$ cat config.mk
export PLATFORM = sky130hd
export DESIGN_NAME = uart_tx_flat
export DESIGN_NICKNAME = d
export VERILOG_FILES = /design/src/rtl/uart_tx_if.sv /design/src/rtl/uart_tx.sv /design/src/flat_wrapper.sv
export SDC_FILE = /design/constraint.sdc
export NUM_CORES = 1
export LEC_CHECK = 0
export CAP_MARGIN = 20
export CORE_MARGIN = 4
export CORE_UTILIZATION = 52
export DETAILED_ROUTE_END_ITERATION = 10
export HOLD_SLACK_MARGIN = 0.03
export PLACE_DENSITY_LB_ADDON = 0.05
export SETUP_SLACK_MARGIN = 0.5
export SYNTH_ARGS = -nofsm -noshare
export SYNTH_HDL_FRONTEND = slang
export SYNTH_SLANG_ARGS = --single-unit
$ cat constraint.sdc
create_clock -name TX_CLK -period 4.11 [get_ports TX_CLK]
set_clock_uncertainty 0.2 [all_clocks]
set_input_delay 0.822 -clock TX_CLK [delete_from_list [all_inputs] [get_ports TX_CLK]]
set_output_delay 0.822 -clock TX_CLK [all_outputs]
set_load 0.03 [all_outputs]
$ cat src/rtl/uart_tx_if.sv
// -----------------------------------------------------------------------------
// uart_tx_if -- parallel-side bundle for the uart_tx serialiser.
//
// Signals:
//   P_DATA     [7:0] byte to transmit (master -> slave)
//   DATA_VALID       transmit request (master -> slave)
//   PAR_EN           1 = append parity bit (master -> slave)
//   PAR_TYP          0 = even, 1 = odd parity (master -> slave)
//   TX_OUT           serial line, idles high (slave -> master)
//   Busy             frame in progress (slave -> master)
//
// Modports: master (the byte producer / bench), slave (uart_tx).
// -----------------------------------------------------------------------------
interface uart_tx_if;
  logic [7:0] P_DATA;
  logic       DATA_VALID;
  logic       PAR_EN;
  logic       PAR_TYP;
  logic       TX_OUT;
  logic       Busy;

  modport master (
    output P_DATA,
    output DATA_VALID,
    output PAR_EN,
    output PAR_TYP,
    input  TX_OUT,
    input  Busy
  );

  modport slave (
    input  P_DATA,
    input  DATA_VALID,
    input  PAR_EN,
    input  PAR_TYP,
    output TX_OUT,
    output Busy
  );
endinterface

$ cat src/rtl/uart_tx.sv
// -----------------------------------------------------------------------------
// uart_tx -- UART frame serialiser, one serial bit per TX_CLK cycle.
//
// Frame: start(0), P_DATA[0..7] LSB first, optional parity, stop(1).
//
// Ports:
//   TX_CLK  bit-rate clock
//   RST     asynchronous active-low reset
//   bus     uart_tx_if.slave: P_DATA, DATA_VALID, PAR_EN, PAR_TYP in;
//           TX_OUT, Busy out (both registered)
//
// Build option: define UART_TX_PARITY_EN to include the PARITY state and
// honour PAR_EN / PAR_TYP. Without it, those inputs are ignored and every
// frame is 10 bits long.
// -----------------------------------------------------------------------------
module uart_tx (
  input  logic     TX_CLK,
  input  logic     RST,
  uart_tx_if.slave bus
);

  localparam logic [2:0] IDLE   = 3'd0;
  localparam logic [2:0] START  = 3'd1;
  localparam logic [2:0] DATA   = 3'd2;
`ifdef UART_TX_PARITY_EN
  localparam logic [2:0] PARITY = 3'd3;
`endif
  localparam logic [2:0] STOP   = 3'd4;

  logic [2:0] state_reg, state_next;
  logic [2:0] cnt_reg,   cnt_next;
  logic [7:0] data_reg,  data_next;
  logic       tx_reg,    tx_next;
  logic       busy_reg,  busy_next;
  logic       accept;

`ifdef UART_TX_PARITY_EN
  logic par_en_reg,  par_en_next;
  logic par_typ_reg, par_typ_next;
  logic parity_bit;

  // Even parity is the plain XOR of the latched byte; odd inverts it.
  assign parity_bit = (^data_reg) ^ par_typ_reg;
`else
  logic unused_par;
  assign unused_par = bus.PAR_EN ^ bus.PAR_TYP;
`endif

  // A request is only taken when the line is idle or finishing a stop bit;
  // anywhere else it is simply dropped.
  assign accept = bus.DATA_VALID && ((state_reg == IDLE) || (state_reg == STOP));

  // tx_next is the bit that will be on the line during the state being
  // entered, so TX_OUT is registered and the start bit follows the accept
  // edge with no extra latency.
  always_comb begin
    state_next = state_reg;
    cnt_next   = cnt_reg;
    data_next  = data_reg;
    tx_next    = tx_reg;
`ifdef UART_TX_PARITY_EN
    par_en_next  = par_en_reg;
    par_typ_next = par_typ_reg;
`endif

    case (state_reg)
      IDLE: begin
        tx_next = 1'b1;
      end
      START: begin
        state_next = DATA;
        cnt_next   = 3'd0;
        tx_next    = data_reg[0];
      end
      DATA: begin
        if (cnt_reg == 3'd7) begin
`ifdef UART_TX_PARITY_EN
          if (par_en_reg) begin
            state_next = PARITY;
            tx_next    = parity_bit;
          end else begin
            state_next = STOP;
            tx_next    = 1'b1;
          end
`else
          state_next = STOP;
          tx_next    = 1'b1;
`endif
        end else begin
          cnt_next = cnt_reg + 3'd1;
          tx_next  = data_reg[cnt_reg + 3'd1];
        end
      end
`ifdef UART_TX_PARITY_EN
      PARITY: begin
        state_next = STOP;
        tx_next    = 1'b1;
      end
`endif
      STOP: begin
        state_next = IDLE;
        tx_next    = 1'b1;
      end
      default: begin
        state_next = IDLE;
        tx_next    = 1'b1;
      end
    endcase

    // Accept overrides the IDLE/STOP defaults: in STOP this chains the next
    // start bit directly behind the stop bit.
    if (accept) begin
      state_next = START;
      tx_next    = 1'b0;
      data_next  = bus.P_DATA;
`ifdef UART_TX_PARITY_EN
      par_en_next  = bus.PAR_EN;
      par_typ_next = bus.PAR_TYP;
`endif
    end
  end

  assign busy_next = (state_next != IDLE);

  always_ff @(posedge TX_CLK or negedge RST) begin
    if (!RST) begin
      state_reg <= IDLE;
      cnt_reg   <= 3'd0;
      data_reg  <= 8'h00;
      tx_reg    <= 1'b1;
      busy_reg  <= 1'b0;
`ifdef UART_TX_PARITY_EN
      par_en_reg  <= 1'b0;
      par_typ_reg <= 1'b0;
`endif
    end else begin
      state_reg <= state_next;
      cnt_reg   <= cnt_next;
      data_reg  <= data_next;
      tx_reg    <= tx_next;
      busy_reg  <= busy_next;
`ifdef UART_TX_PARITY_EN
      par_en_reg  <= par_en_next;
      par_typ_reg <= par_typ_next;
`endif
    end
  end

  assign bus.TX_OUT = tx_reg;
  assign bus.Busy   = busy_reg;

endmodule

$ cat src/flat_wrapper.sv
// flat-port wrapper written by rule: the top's interface ports become plain ports
module uart_tx_flat 
  (TX_CLK, RST, bus_P_DATA, bus_DATA_VALID, bus_PAR_EN, bus_PAR_TYP, bus_TX_OUT, bus_Busy);
  uart_tx_if bus_i ();
  input  logic TX_CLK;
  input  logic RST;
  input wire logic [$bits(bus_i.P_DATA)-1:0] bus_P_DATA;
  input wire logic [$bits(bus_i.DATA_VALID)-1:0] bus_DATA_VALID;
  input wire logic [$bits(bus_i.PAR_EN)-1:0] bus_PAR_EN;
  input wire logic [$bits(bus_i.PAR_TYP)-1:0] bus_PAR_TYP;
  output wire logic [$bits(bus_i.TX_OUT)-1:0] bus_TX_OUT;
  output wire logic [$bits(bus_i.Busy)-1:0] bus_Busy;
  assign bus_i.P_DATA = bus_P_DATA;
  assign bus_i.DATA_VALID = bus_DATA_VALID;
  assign bus_i.PAR_EN = bus_PAR_EN;
  assign bus_i.PAR_TYP = bus_PAR_TYP;
  assign bus_TX_OUT = bus_i.TX_OUT;
  assign bus_Busy = bus_i.Busy;
  uart_tx u_core (.TX_CLK(TX_CLK), .RST(RST), .bus(bus_i));
endmodule
; ---- Word-level counts from Yosys, hierarchy flattened
; Cells that the tools add are included.
[totals]
register_bits = 16
wordCells = 28
[classes]
addsub = 1
order_cmp = 1
eq_ne = 5
muxes = 10
n_reduce_logical = 6
[ops]
columns = op, n
row1 = 3-bit 2-to-1 mux, 3
row2 = 3-bit one-hot mux with 3 select lines, 1
row3 = 3-bit == test (second input constant), 2
row4 = 3-bit one-hot mux with 2 select lines, 1
row5 = 3-bit by 4-bit < comparator with 1-bit output (second input constant), 1
row6 = 3-bit by 1-bit adder with 3-bit output (second input constant), 1
row7 = 1-bit binary-select mux with 3-bit select, 1
row8 = 3-bit by 1-bit == test with 1-bit output (second input constant), 1
row9 = 3-bit by 2-bit == test with 1-bit output (second input constant), 1
row10 = 3-bit logical NOT, 1
row11 = 1-bit 2-to-1 mux, 3
row12 = 3-bit nonzero test, 1
row13 = 2-bit != test (second input constant), 1
row14 = 1-bit one-hot mux with 2 select lines, 1
row15 = 2-bit AND reduction, 1
row16 = 2-bit nonzero test, 1
row17 = 1-bit logical AND, 1
row18 = 1-bit logical OR, 1

; ---- Logic depth before layout (Yosys ltp)
[logic_depth]
ltp_word = 6
ltp_mapped = 5
mapped_depth_nobuf = 5

; ---- Least setup slack after synthesis
; Ideal clock, no wire load.
[synth_timing]
path_type = flip-flop to flip-flop
start = register u_core.cnt_reg[0]
end = register u_core.cnt_reg[0]
setup_time_ps = 125
t_arrival_ps = 1406
required_time_ps = 3785
slack_ps = 2379
stages_incl_launch_ff = 6
path_buffers = 0
cell_sequence = dfrtp_1 > ha_1 > ha_1 > nor3b_2 > o21bai_2 > mux2_2
[synth_between]
elab_chain_cells = 3
elab_cells_between_ends = 6
cone_classes = add/sub (1) / eq/ne (2) / mux (2) / reduce/logical (1)
[synth_lines]
columns = element, line
row1 = start: declaration, uart_tx.sv:31  ; logic [2:0] cnt_reg, cnt_next;
row2 = start signal: assignment, uart_tx.sv:138  ; cnt_reg <= cnt_next;
row3 = 3-bit by 1-bit adder with 3-bit output / 3-bit == test (equally long branches), "uart_tx.sv:90, uart_tx.sv:76"
row4 = 3-bit 2-to-1 mux / 2-bit != test (equally long branches), --
row5 = 3-bit one-hot mux with 2 select lines / 2-bit AND reduction (equally long branches), --
; Parallel ways exist; a longest one is shown, timed or not. The select of a mux whose other input is x is not followed.
; A chain may end at the register's enable or synchronous reset.

; ---- Worst setup path after layout
[layout_timing]
start = register u_core.tx_reg, in the netlist u_core.bus.TX_OUT
end = output bus_TX_OUT
[layout_lines]
columns = element, line
row1 = start: declaration, uart_tx.sv:33  ; logic tx_reg, tx_next;
row2 = start signal: assignment, uart_tx.sv:140  ; tx_reg <= tx_next;
row3 = end: declaration, flat_wrapper.sv:11  ; output wire logic [$bits(bus_i.TX_OUT)-1:0] bus_TX_OUT;
; No word-level cell between the ends.

==> run metrics <==
Compound-Gate Fraction of Synth Area=6.52%; CTS buffer count=3; post-CTS setup buffers=0; max reg flops=8; adder-cell share of the synthesized area=5.02%; Synthesis Warnings=0; Post-Synthesis Cell Area=748 um^2; FF-to-FF End=u_core.cnt_reg[0]; # DRC=0; Max Slew Vio Count=0; worst endpoint required time=3.09 ns; Post-Route WL=1110 um; CP Buf/Inv Count=1; Slew HR=53.8%; min cycle time layout=2.47 ns; mux cell area share after synthesis=19.4%; worst setup path class=reg2out; post-CTS sizing=0; Root Driver=clkbuf_4; worst r2r src=u_core.cnt_reg[0]; Iter 0 DRT Violations=4; Die ar.=2110 um^2; crit-path max cell delay=0.65 ns; Core Util, Final=69.2%; input/output buffers=12; CP Cell Sequence=clkdlybuf4s50_1; main combinational cell family by area after synthesis=multiplexers; Tot GR Track Use=13.0%; Rows=13; Final Cycle Share=60.2%; met2 usage=22.8%; # diodes=0; Synthesized Nets=66; slew of the pin with the lowest slew margin=0.691 ns; Cells after Synth=50; max-cap check violation count=0; depth of the CTS H-tree=1; status=finished clean; setup violators final=0; most common cell after layout, fill and taps aside=dfrtp_1; f_max=404 MHz; fin cells=81; pwr/cell area=713 nW/um^2; Total Nets Final=83; Yosys cell types=23; # hold bufs at CTS=0; vias in the first global route=456; Worst Path Max Fanout=1; initial core utilization=56.1%; post-synthesis register bit count=16; Synth Area in Simple Gates=14.4%; hold_sp=u_core.data_reg[7]; Hold Path Sink=u_core.data_reg[7]; Wirelength per Cell=13.7 um; clk buf depth=2; sequential share of the synthesized area=53.7%; main area contributors after synthesis=dfrtp_1 50%, mux2_1 12%, ha_1 5.0%; HP Class=reg2reg; most frequent cells in the layout=15 x dfrtp_1, 12 x clkdlybuf4s50_1, 8 x mux2_1; Synth area leader=dfrtp_1; Fin Setup TNS=0 ns; Die W=45.9 um; Lkg Pwr=0.415 nW; first-pass GRT wire length=1980 um; Die Ht=45.9 um; share of cells above drive strength 1=19.7%; Peak supply drop=392 uV; syn avg cell area=15.0 um^2; xor/xnor cell area share of the yosys netlist=0%; Fillers=100; unrepaired setup endpoints after global routing=no; GR Util met1=16.1%; clk slew on worst S/H paths=0.09 ns; CP max-delay cell=clkdlybuf4s50_1; critical path's top delay family=buffers and inverters; CP arrival=1.45 ns; Worst-Skew Late Latency=0.28 ns; gr ovfl total=0; design area=923 um^2; largest net degree at the start of global routing=17; clk sinks=16; reg2reg setup slack=2.27 ns; CP endpoint kind=primary output; DR pass1 iterations=4; met3 Resource Use GR=2.37%; vias post-DR=447; Placed Cells=77; Placed Area=887 um^2; CTS tree=yes; DRT antenna net count=0; total power=659 uW; hold depth=1; HPWL after detailed placement=877 um; initial antenna violation count=0; I/O pins=15; Placer Congestion=0.732; final hold violation count=0; Core Box Area=1330 um^2; share of the synthesized area in the top cell type=50.2%; worst r2r path cells=5; Worst Setup Start Kind=flip-flop; via/cell ratio=5.52; busiest grt layer=met2; Area growth, synth to finish=23.4%
## how the worst max path moves through the flow
stage | from | to | slack [ns] | cells past startpoint
after CTS | u_core.bus.TX_OUT | bus_TX_OUT | 1.62 | 1
after global routing | u_core.bus.TX_OUT | bus_TX_OUT | 1.59 | 1
after floorplan | u_core.cnt_reg[0] | u_core.cnt_reg[0] | 2.38 | 5
after global placement | bus_DATA_VALID | u_core.data_reg[1] | 1.86 | 4
final | u_core.bus.TX_OUT | bus_TX_OUT | 1.64 | 1
after detailed placement | bus_DATA_VALID | u_core.data_reg[1] | 1.84 | 4
## through the flow
step                      hold slack, ns  setup slack, ns
after floorplan                    0.252             2.38
after global routing               0.318             1.59
final                              0.284             1.64
after detailed placement           0.271             1.84
after CTS                          0.293             1.62
after global placement             0.264             1.86
## metal layers
layer,vias up,wire length [um]
met4,0,0
met2,10,575
li1,214,-
met3,0,68
met1,223,467
met5,-,0
## Yosys cell counts, drive strengths merged
| master | number |
|---|---|
| mux2i | 1 |
| dfrtp | 15 |
| a31oi | 1 |
| ha | 3 |
| nand2 | 1 |
| o21bai | 1 |
| nand3 | 1 |
| a21oi | 1 |
| nor3b | 1 |
| o31a | 1 |
| nor2b | 1 |
| dfstp | 1 |
| nor4b | 1 |
| inv | 2 |
| mux4 | 1 |
| mux2 | 10 |
| nand2b | 1 |
| or3b | 1 |
| nor2 | 2 |
| nand3b | 2 |
| a22o | 2 |
## cell families after synthesis
kind of cell | after synthesis
flip-flops | 16
multiplexers | 12
AND/OR/NAND/NOR | 11
AO/OA/AOI/OAI | 6
adder cells (fa/ha/maj) | 3
buffers and inverters | 2
## report_power, final
part           internal, mW  total [mW]  switching [mW]
combinational         0.154       0.269           0.115
clock                0.0538       0.101          0.0467
sequential            0.233       0.289          0.0568
## cell type report
type	count	area [um^2]	share of cell area, %
Multi-Input combinational cell	32	339	36.7
Tap cell	15	18.8	2.03
Sequential cell	16	402	43.5
Timing Repair Buffer	12	120	13.0
Inverter	2	7.51	0.813
Clock buffer	4	36.3	3.93
Note: power is estimated with default switching activity, not from simulation.
